<file path="src/rtl/rec_capture_sched_pkg.sv">
`default_nettype none
// ============================================================================
//  Module   : rec_sched_pkg
//  Purpose  : Shared constants, types and helpers for the recovered-data
//             capture scheduler.
//  Revision : 1.0  initial release
// ============================================================================
package rec_sched_pkg;

    // Default width of a recovered data word
    localparam int DW_DEFAULT = 14;

    // Width of a channel index; never narrower than one bit
    function automatic int ch_w(input int n);
        return (n > 2) ? $clog2(n) : 1;
    endfunction

    // Output slot occupancy
    typedef enum logic [0:0] {
        SLOT_EMPTY = 1'b0,
        SLOT_FULL  = 1'b1
    } slot_state_t;

endpackage : rec_sched_pkg
`default_nettype wire

</file>
<file path="src/rtl/rec_capture_sched_if.sv">
`default_nettype none
// ============================================================================
//  Module   : rec_capture_sched_if
//  Purpose  : Valid/ready output stream carrying one standardised word and
//             the channel it came from.
//  Revision : 1.0  initial release
// ============================================================================
interface rec_capture_sched_if
    import rec_sched_pkg::*;
#(
    parameter int DW   = DW_DEFAULT,
    parameter int CH_W = 2
);
    logic [DW-1:0]   data_stand;
    logic [CH_W-1:0] stand_ch;
    logic            stand_valid;
    logic            stand_ready;

    modport master (
        output data_stand,
        output stand_ch,
        output stand_valid,
        input  stand_ready
    );

    modport slave (
        input  data_stand,
        input  stand_ch,
        input  stand_valid,
        output stand_ready
    );
endinterface : rec_capture_sched_if
`default_nettype wire

</file>
<file path="src/rtl/rec_capture_sched_edge_sync.sv">
`default_nettype none
// ============================================================================
//  Module   : rec_edge_sync
//  Purpose  : Multi-flop synchroniser for one recovered strobe followed by a
//             rising-edge detector gated by the channel enable.
//  Revision : 1.0  initial release
// ============================================================================
module rec_edge_sync #(
    parameter int SYNC_STAGES = 2
) (
    input  wire logic clock_50,
    input  wire logic reset_n,
    input  wire logic strobe,
    input  wire logic en,
    output logic      rise
);

    logic [SYNC_STAGES-1:0] sync;
    logic                   prev;

    // Shift the async strobe through the chain; remember the last synced value
    always_ff @(posedge clock_50 or negedge reset_n) begin
        if (!reset_n) begin
            sync <= '0;
            prev <= 1'b0;
        end else begin
            sync <= {sync[SYNC_STAGES-2:0], strobe};
            prev <= sync[SYNC_STAGES-1];
        end
    end

    // prev resets low, so a strobe already high at reset release yields one edge
    assign rise = sync[SYNC_STAGES-1] & ~prev & en;

endmodule : rec_edge_sync
`default_nettype wire

</file>
<file path="src/rtl/rec_capture_sched.sv">
`default_nettype none
// ============================================================================
//  Module   : rec_capture_sched
//  Purpose  : Captures words from N_CH asynchronous recovered-data channels
//             and funnels them round-robin into one valid/ready output
//             register, tagged with the source channel.
//  Revision : 1.0  initial release
// ============================================================================
module rec_capture_sched
    import rec_sched_pkg::*;
#(
    parameter int N_CH        = 4,
    parameter int DW          = DW_DEFAULT,
    parameter int SYNC_STAGES = 2
) (
    input  wire logic                 clock_50,
    input  wire logic                 reset_n,
    input  wire logic [N_CH-1:0]      clock_recovery,
    input  wire logic [N_CH*DW-1:0]   data_rec,
    input  wire logic [N_CH-1:0]      ch_en,
    input  wire logic                 clr_ovf,
    rec_capture_sched_if.master       stand,
    output logic      [N_CH-1:0]      pending,
    output logic      [N_CH-1:0]      ovf_flag
);

    localparam int              CH_W     = ch_w(N_CH);
    localparam logic [CH_W-1:0] LAST_CH  = CH_W'(N_CH - 1);
    localparam logic [CH_W:0]   N_CH_EXT = (CH_W + 1)'(N_CH);

    logic [N_CH-1:0] rise;
    logic [N_CH-1:0] granted;
    logic [N_CH-1:0] pending_d;
    logic [N_CH-1:0] ovf_set;
    logic [DW-1:0]   hold [N_CH];

    logic [CH_W-1:0] ptr;
    logic [CH_W-1:0] grant_idx;
    logic            grant_any;

    slot_state_t     slot_q;
    slot_state_t     slot_d;
    logic            out_free;
    logic            load_out;
    logic [DW-1:0]   data_q;
    logic [CH_W-1:0] ch_q;

    // ------------------------------------------------------------------
    // Per-channel synchroniser, holding register and pending/ovf logic
    // ------------------------------------------------------------------
    for (genvar c = 0; c < N_CH; c++) begin : g_ch
        rec_edge_sync #(
            .SYNC_STAGES (SYNC_STAGES)
        ) u_edge_sync (
            .clock_50 (clock_50),
            .reset_n  (reset_n),
            .strobe   (clock_recovery[c]),
            .en       (ch_en[c]),
            .rise     (rise[c])
        );

        assign granted[c] = load_out && (grant_idx == CH_W'(c));

        // A fresh edge always re-arms pending, even if this cycle grants it
        assign pending_d[c] = rise[c] | (pending[c] & ~granted[c]);

        // Overwrite only when the old word is still waiting and not leaving now
        assign ovf_set[c] = rise[c] & pending[c] & ~granted[c];

        // Newest word wins; the granted word was already read this cycle
        always_ff @(posedge clock_50 or negedge reset_n) begin
            if (!reset_n) begin
                hold[c] <= '0;
            end else if (rise[c]) begin
                hold[c] <= data_rec[c*DW +: DW];
            end
        end
    end : g_ch

    // Pending vector and sticky overflow; a new overwrite beats clr_ovf
    always_ff @(posedge clock_50 or negedge reset_n) begin
        if (!reset_n) begin
            pending  <= '0;
            ovf_flag <= '0;
        end else begin
            pending  <= pending_d;
            ovf_flag <= ovf_set | (ovf_flag & ~{N_CH{clr_ovf}});
        end
    end

    // ------------------------------------------------------------------
    // Round-robin picker: first pending channel at or after ptr, cyclic.
    // Scanning downward lets the nearest candidate overwrite the others.
    // ------------------------------------------------------------------
    always_comb begin
        logic [CH_W:0] idx;
        grant_any = 1'b0;
        grant_idx = '0;
        idx       = '0;
        for (int i = N_CH - 1; i >= 0; i--) begin
            idx = {1'b0, ptr} + (CH_W + 1)'(i);
            if (idx >= N_CH_EXT) begin
                idx = idx - N_CH_EXT;
            end
            if (pending[idx[CH_W-1:0]]) begin
                grant_any = 1'b1;
                grant_idx = idx[CH_W-1:0];
            end
        end
    end

    // ------------------------------------------------------------------
    // Output slot FSM
    // ------------------------------------------------------------------
    // Slot occupancy register
    always_ff @(posedge clock_50 or negedge reset_n) begin
        if (!reset_n) begin
            slot_q <= SLOT_EMPTY;
        end else begin
            slot_q <= slot_d;
        end
    end

    // Slot next state and load strobe; a stalled full slot freezes everything
    always_comb begin
        slot_d   = slot_q;
        out_free = (slot_q == SLOT_EMPTY) | stand.stand_ready;
        load_out = out_free & grant_any;
        case (slot_q)
            SLOT_EMPTY: begin
                if (grant_any) begin
                    slot_d = SLOT_FULL;
                end
            end
            SLOT_FULL: begin
                if (stand.stand_ready && !grant_any) begin
                    slot_d = SLOT_EMPTY;
                end
            end
            default: slot_d = SLOT_EMPTY;
        endcase
    end

    // Output word/channel register and round-robin pointer advance
    always_ff @(posedge clock_50 or negedge reset_n) begin
        if (!reset_n) begin
            data_q <= '0;
            ch_q   <= '0;
            ptr    <= '0;
        end else if (load_out) begin
            data_q <= hold[grant_idx];
            ch_q   <= grant_idx;
            ptr    <= (grant_idx == LAST_CH) ? '0 : grant_idx + 1'b1;
        end
    end

    assign stand.data_stand  = data_q;
    assign stand.stand_ch    = ch_q;
    assign stand.stand_valid = (slot_q == SLOT_FULL);

endmodule : rec_capture_sched
`default_nettype wire

</file>
<file path="src/flat_wrapper.sv">
// flat-port wrapper written by rule: the top's interface ports become plain ports
module rec_capture_sched_flat import rec_sched_pkg::*;
#(
    parameter int N_CH        = 4,
    parameter int DW          = DW_DEFAULT,
    parameter int SYNC_STAGES = 2
)
  (clock_50, reset_n, clock_recovery, data_rec, ch_en, clr_ovf, pending, ovf_flag, stand_data_stand, stand_stand_ch, stand_stand_valid, stand_stand_ready);
  rec_capture_sched_if #(.DW(DW), .CH_W((2))) stand_i ();
  input  wire logic clock_50;
  input  wire logic reset_n;
  input  wire logic [N_CH-1:0] clock_recovery;
  input  wire logic [N_CH*DW-1:0] data_rec;
  input  wire logic [N_CH-1:0] ch_en;
  input  wire logic clr_ovf;
  output logic      [N_CH-1:0] pending;
  output logic      [N_CH-1:0] ovf_flag;
  output wire logic [$bits(stand_i.data_stand)-1:0] stand_data_stand;
  output wire logic [$bits(stand_i.stand_ch)-1:0] stand_stand_ch;
  output wire logic [$bits(stand_i.stand_valid)-1:0] stand_stand_valid;
  input wire logic [$bits(stand_i.stand_ready)-1:0] stand_stand_ready;
  assign stand_data_stand = stand_i.data_stand;
  assign stand_stand_ch = stand_i.stand_ch;
  assign stand_stand_valid = stand_i.stand_valid;
  assign stand_i.stand_ready = stand_stand_ready;
  rec_capture_sched #(.N_CH(N_CH), .DW(DW), .SYNC_STAGES(SYNC_STAGES)) u_core (.clock_50(clock_50), .reset_n(reset_n), .clock_recovery(clock_recovery), .data_rec(data_rec), .ch_en(ch_en), .clr_ovf(clr_ovf), .stand(stand_i), .pending(pending), .ovf_flag(ovf_flag));
endmodule
</file>
<file path="config.mk">
export PLATFORM = sky130hd
export DESIGN_NAME = rec_capture_sched_flat
export DESIGN_NICKNAME = d
export VERILOG_FILES = /design/src/rtl/rec_capture_sched_pkg.sv /design/src/rtl/rec_capture_sched_if.sv /design/src/rtl/rec_capture_sched_edge_sync.sv /design/src/rtl/rec_capture_sched.sv /design/src/flat_wrapper.sv
export SDC_FILE = /design/constraint.sdc
export NUM_CORES = 1
export LEC_CHECK = 0
export ABC_AREA = 1
export CORE_UTILIZATION = 47
export CTS_BUF_LIST = sky130_fd_sc_hd__clkbuf_8
export DETAILED_ROUTE_END_ITERATION = 8
export GPL_TIMING_DRIVEN = 0
export PLACE_DENSITY_LB_ADDON = 0.12
export SYNTH_ARGS = -nofsm -noshare
export SYNTH_HDL_FRONTEND = slang
export SYNTH_SLANG_ARGS = --single-unit
export TNS_END_PERCENT = 50
</file>
<file path="constraint.sdc">
create_clock -name clock_50 -period 1.75 [get_ports clock_50]
set_clock_uncertainty 0.2 [all_clocks]
set_input_delay 0.35 -clock clock_50 [delete_from_list [all_inputs] [get_ports clock_50]]
set_output_delay 0.35 -clock clock_50 [all_outputs]
set_load 0.02 [all_outputs]
</file>
# [After elaboration in Yosys (flattened, before gate mapping)]
# Cells that the tools add are included.
[word_totals] reg_bits=95 inputBits=68 output_inout_bits=25 word_cells=111
[classes] addsub=8 order_cmp=9 n_eq_ne=3 muxes=27 n_bitwise=39 reduce_logical=7
[ops] op="binary-select mux 14 bit (select 2 bit)" count=1
[ops] op="two-way mux 14 bit" count=2
[ops] op="AND 1 bit" count=21
[ops] op="two-way mux 2 bit" count=9
[ops] op="greater-or-equal comparator 3 bit, second input constant" count=4
[ops] op="less-than comparator 2 x 3 -> 1 bit, second input constant" count=4
[ops] op="two-way mux 1 bit" count=10
[ops] op="NOT 1 bit" count=9
[ops] op="binary-select mux 1 bit (select 2 bit)" count=4
[ops] op="subtractor 2 x 1 -> 2 bit, second input constant" count=4
[ops] op="adder 2 x 2 -> 3 bit, second input constant" count=2
[ops] op="logical AND 1 bit" count=5
[ops] op="bitwise OR 1 bit" count=5
[ops] op="AND 4 bit" count=1
[ops] op="equality test 2 bit, second input constant" count=2
[ops] op="NOT 4 bit" count=1
[ops] op="bitwise OR 4 bit" count=1
[ops] op="adder 2 x 1 -> 3 bit, second input constant" count=1
[ops] op="greater-or-equal comparator 2 x 3 -> 1 bit, second input constant" count=1
[ops] op="NOT 2 -> 3 bit" count=1
[ops] op="adder 2 x 1 -> 2 bit, second input constant" count=1
[ops] op="equality test 2 x 1 -> 1 bit, second input constant" count=1
[ops] op="logical NOT 2 bit" count=1
[ops] op="one-hot mux 1 bit (2 select lines)" count=1
[ops] op="logical NOT 1 bit" count=1

# [Logic depth before layout (Yosys ltp)]
[logic_depth] ltp_word=14 depth_mapped=15 depth_no_buf=13

# [Modules after synthesis]
# Synthesis repeated with hierarchy kept, for this count alone.
[hier_totals] hier_cells=524 hier_area_um2=4255.3
[by_module_without_submodules] module="rec_capture_sched" instances=1 cells_each=504 area_per_inst_um2=3915.0 seq_area_each_um2=2077.0
[by_module_without_submodules] module="rec_edge_sync" instances=4 cells_each=5 area_per_inst_um2=85.1 seq_area_each_um2=75.1

# [Worst setup path before layout]
# No wires, ideal clock.
[synth_timing] path_type="register -> register" from="reg u_core.pending[3]" to="reg u_core.data_q[2], in the netlist u_core.stand.data_stand[2]" setup_time_ns=0.130 arrival_time_ns=1.680 t_required_ns=1.420 slack_ns=-0.260 stages_incl_launch_ff=12 path_buffers=1 period_less_slack_ns=2.010 path_cell_list="dfrtp_1 inv_1 o21ai_0 nand2_1 nand3_2 nand2_2 nand2_4 nand2_4 buf_6 or2_0 nand2_1 nand3_1"
[synth_via] elab_chain_len=10 elab_cells_between_ends=21 classes_between="mux: 19; bitwise: 2"
[synth_rtl] element="start: declaration" line_no="rec_capture_sched.sv:23" text="output logic [N_CH-1:0] pending,"
[synth_rtl] element="start signal: assignment" line_no="rec_capture_sched.sv:86" text="pending <= pending_d;"
[synth_rtl] element="binary-select mux 1 bit (select 2 bit)" line_no="rec_capture_sched.sv:105" text="if (pending[idx[CH_W-1:0]]) begin"
[synth_rtl] element="two-way mux 1 bit (not written as such)" line_no="rec_capture_sched.sv:105"
[synth_rtl] element="two-way mux 2 bit (4 in series)" line_no="rec_capture_sched.sv:105"
[synth_rtl] element="NOT 2 -> 3 bit (not written as such)" line_no="rec_capture_sched.sv:151" text="data_q <= hold[grant_idx];"
[synth_rtl] element="binary-select mux 14 bit (select 2 bit)" line_no="rec_capture_sched.sv:151"
[synth_rtl] element="two-way mux 14 bit (not written as such) (2 in series)" line_no="rec_capture_sched.sv:151"
[synth_rtl] element="end signal: assignment" line_no="rec_capture_sched.sv:151"
[synth_rtl] element="end: declaration" line_no="rec_capture_sched.sv:45" text="logic [DW-1:0] data_q;"
# Several ways; a longest one is shown, not always the timed one. The select of a mux whose other input is x is not followed.
# A chain may end at the register's enable or synchronous reset.

# [Worst setup path after layout]
[layout_timing] from="reg u_core.ptr[0]" to="reg u_core.data_q[5], in the netlist u_core.stand.data_stand[5]"
[layout_via] elab_chain_len=13 elab_cells_between_ends=36 classes_between="add/sub: 7; order compare: 4; mux: 23; bitwise: 2"
[layout_rtl] element="start: declaration" line_no="rec_capture_sched.sv:37" text="logic [CH_W-1:0] ptr;"
[layout_rtl] element="start signal: assignment" line_no="rec_capture_sched.sv:153" text="ptr <= (grant_idx == LAST_CH) ? '0 : grant_idx + 1'b1;"
[layout_rtl] element="adder 2 x 2 -> 3 bit" line_no="rec_capture_sched.sv:101" text="idx = {1'b0, ptr} + (CH_W + 1)'(i);"
[layout_rtl] element="greater-or-equal comparator 3 bit / subtractor 2 x 1 -> 2 bit (equally long branches)" line_no="rec_capture_sched.sv:102, rec_capture_sched.sv:103"
[layout_rtl] element="two-way mux 2 bit" line_no="rec_capture_sched.sv:102" text="if (idx >= N_CH_EXT) begin"
[layout_rtl] element="binary-select mux 1 bit (select 2 bit)" line_no="rec_capture_sched.sv:105"
[layout_rtl] element="two-way mux 1 bit (not written as such)" line_no="rec_capture_sched.sv:105"
[layout_rtl] element="two-way mux 2 bit (4 in series)" line_no="rec_capture_sched.sv:105"
[layout_rtl] element="NOT 2 -> 3 bit (not written as such)" line_no="rec_capture_sched.sv:151"
[layout_rtl] element="binary-select mux 14 bit (select 2 bit)" line_no="rec_capture_sched.sv:151"
[layout_rtl] element="two-way mux 14 bit (not written as such) (2 in series)" line_no="rec_capture_sched.sv:151"
# Several ways; a longest one is shown, not always the timed one. The select of a mux whose other input is x is not followed.

==> flow_metrics.py <==
metrics = {
    "run_status": {
        "status": "finished, violations left",
        "violations": "negative setup slack",
    },
    "worst_setup_path": {
        "cp-end-kind": "flip-flop",
        "critPathArrivalTime_ns": 2.32,
        "cp_max_fo": 8,
        "cp_data_required_time_ns": 1.81,
        "crit_type": "flip-flop to flip-flop",
        "startpoint_type": "flip-flop",
    },
    "clocking": {
        "cts.reportedPaths.clkPinSlew_ns": 0.09,
        "cts.htree.levels": 3,
        "clockBufferDepth": 2,
        "cts_root_buf": "clkbuf_8",
        "cts_tree": "yes",
        "numCtsBuffers": 9,
        "numClockSinks": 95,
        "insertion_delay_ns": 0.37,
    },
    "finish": {
        "fin_util_pct": 70.2,
        "fin_nets": 672,
        "area_growth_pct": 41.7,
        "drive_gt1_share_pct": 17.2,
        "nFillCells": 669,
        "stdcell_area_mm2": 0.00588,
        "antennaDiodeCount": 0,
    },
    "floorplan": {
        "rows": 33,
        "start_util_pct": 49.5,
        "die_w_um": 96.0,
        "die_area_mm2": 0.00921,
        "dieHeight_um": 96.0,
        "core-area_mm2": 0.00838,
        "ios": 93,
    },
    "sta": {
        "slew_violations": 0,
        "setup_violations": 26,
        "period_share_pct": 129,
        "post-route-min-period_ns": 2.26,
        "rsz0062_at_grt": "yes",
        "layout_setup_ws_ns": -0.508,
        "hold_viol": 0,
        "worst_pin_slew_ns": 0.492,
        "fmax_mhz": 443,
        "slew_headroom_pct": 67.2,
    },
    "logic_synthesis": {
        "synth_area_leaders": "dfrtp_1 57%, nand2_1 14%, inv_1 5.2%, o21ai_0 5.2%, nand3_1 5.1%",
        "synth_cells": 481,
        "netlist_area_mm2": 0.00415,
        "yosys_warnings": 0,
        "avgSynthCellArea_um2": 8.63,
        "synth_top_area_share_pct": 57.3,
        "yosysUniqueCellTypes": 28,
        "ys.flop_type": "dfrtp_1",
        "ys_seq_elements": 95,
        "ys_seq_area_share_pct": 57.3,
        "syn-num-nets": 549,
        "synth_edf_count": 0,
        "synth_area_leader_cell": "dfrtp_1",
        "async_reset_ff_share_pct": 100,
    },
    "placed_design": {
        "pre_cts_slack_ns": -0.486,
        "dp_hpwl_um": 7340,
        "gp_congestion": 0.938,
        "port_buffers": 92,
        "placed_area_mm2": 0.00523,
    },
    "detailed_routing": {
        "drt_wl_total_um": 11200,
        "firstDrtPassIters": 5,
        "drtAntennaViolNets": 0,
        "viasPerCell": 5.26,
        "num_vias": 3753,
        "drtIter0Drc": 193,
        "drc": 0,
        "wl_per_cell_um": 15.7,
    },
    "power": {
        "vdd_drop_max_mv": 1.20,
        "power.density_mw_per_mm2": 2040,
        "power.total_uw": 12000,
        "p_leak_uw": 0.00283,
    },
    "global_routing": {
        "grt_pass1_wl_um": 16400,
        "grt_pass1_vias": 3480,
        "antenna_found_initial": 0,
        "grt.total_usage_pct": 24.1,
        "grt_max_degree": 74,
        "grt-ovfl-total": 0,
    },
    "hold_path": {
        "hold_class": "flip-flop to flip-flop",
    },
    "flow_run": {
        "cap_violations": 0,
    },
}
## sequential cells by signal, summed over array words and instances (netlist names)
register	cells
u_core.g_ch.u_edge_sync.prev	4
u_core.g_ch.u_edge_sync.sync	8
u_core.hold	56
u_core.ovf_flag	4
u_core.pending	4
u_core.ptr	2
u_core.stand.data_stand	14
u_core.stand.stand_ch	2
u_core.stand.stand_valid	1
## layout make-up
cell class              count  area (um^2)  share of cell area (%)
flip-flops and latches     95         2380                    40.5
well taps                 105          131                    2.23
repair buffers            112         1130                    19.2
clock inverters             6         67.6                    1.15
inverters                  61          235                    4.00
clock buffers              10          138                    2.34
plain buffers              18          146                    2.49
multi-input cells         307         1650                    28.1
## cells in the mapped netlist (2+ instances only)
cell type    n
inv_1       58
buf_2        3
nor2_1      19
o211ai_1     7
nand2_4      3
nand2_2      2
mux2_2       7
inv_2        3
dfrtp_1     95
or2_2        2
buf_6        2
buf_4        4
o21ai_1      5
o21ai_0     43
clkbuf_1    10
a21oi_1     12
or2_0        2
nand3_1     42
nand2_1    153
## worst max-delay path: stages (launching register included)
cell and delay, ns:
dfrtp_2 0.49, buf_8 0.18, xnor2_4 0.15, buf_4 0.13, nand3_1 0.09, nand3_1 0.12, nand2_1 0.12, nand2_4 0.11
clkinvlp_4 0.21, nand3_1 0.16, nand2_1 0.08, nand2_1 0.06, nand2_1 0.05
## power breakdown
group	switching, uW	total, uW	internal, uW	leakage [uW]
clock	809	1520	708	0.0000993
sequential	339	3090	2750	0.00114
combinational	4280	7420	3140	0.00159
## metrics by stage
step	cells	TNS, ns	hold slack (ns)
detailed placement	679	-27.23	0.0691
finish	714	-10.84	0.157
global placement	678	-337.08	0.132
global route	714	-12.57	0.169
CTS	703	-6.15	0.157
floorplan	481	-2.38	-0.146
## layout by cell type, fill, tap and decap left out, drive strengths merged, types with 20 or more instances in the layout
cell type,synthesis,final
clkbuf,10,20
nand2,158,159
dfrtp,95,95
inv,61,62
o21ai,48,48
nand3,44,44
buf,9,28
dlygate4sd2,0,25
clkdlybuf4s50,0,66
nor2,21,21
## worst paths after layout
path / from / end / slack [ns] / depth (start not counted)
worst min register to register: u_core.g_ch[3].u_edge_sync.sync[0]$_DFF_PN0_ / u_core.g_ch[3].u_edge_sync.sync[1]$_DFF_PN0_ / 0.16 / 0
max in group asynchronous: reset_n / u_core.ptr[1]$_DFFE_PN0P_ / 0.48 / 3
min in group asynchronous: reset_n / u_core.hold[13]$_DFFE_PN0P_ / 0.21 / 2
worst min-delay path: u_core.g_ch[3].u_edge_sync.sync[0]$_DFF_PN0_ / u_core.g_ch[3].u_edge_sync.sync[1]$_DFF_PN0_ / 0.16 / 0
worst max-delay path: u_core.ptr[0]$_DFFE_PN0P_ / u_core.stand.data_stand[5]$_DFFE_PN0P_ / -0.51 / 12
worst max register to register: u_core.ptr[0]$_DFFE_PN0P_ / u_core.stand.data_stand[5]$_DFFE_PN0P_ / -0.51 / 12
## layer usage
metal  wire (um)  vias to the layer above  track usage (%)
met4         426                        0             10.7
li1            -                     1760                -
met2        5650                      146             40.2
met1        4620                     1815             31.2
met3         510                       32             3.40
met5           0                        -                0
## cell families (layout without fill, tap and decap cells)
family	after synthesis	after routing	share of synthesized area, %
AO/OA/AOI/OAI	69	69	8.83
XOR/XNOR	1	1	0.211
buffers and inverters	80	207	8.05
flip-flops	95	95	57.3
multiplexers	7	7	1.90
AND/OR/NAND/NOR	229	230	23.7
## timing repair
action / in CTS / in global routing
hold buffers: 1 / 0
hold endpoints to repair: 22 / 0
gates cloned: 0 / 4
pin swaps: 5 / 12
resized for setup: 54 / 45
buffers inserted: 7 / 8
endpoints found under the setup margin: 89 / 56
(Power assumes the default switching activity.)
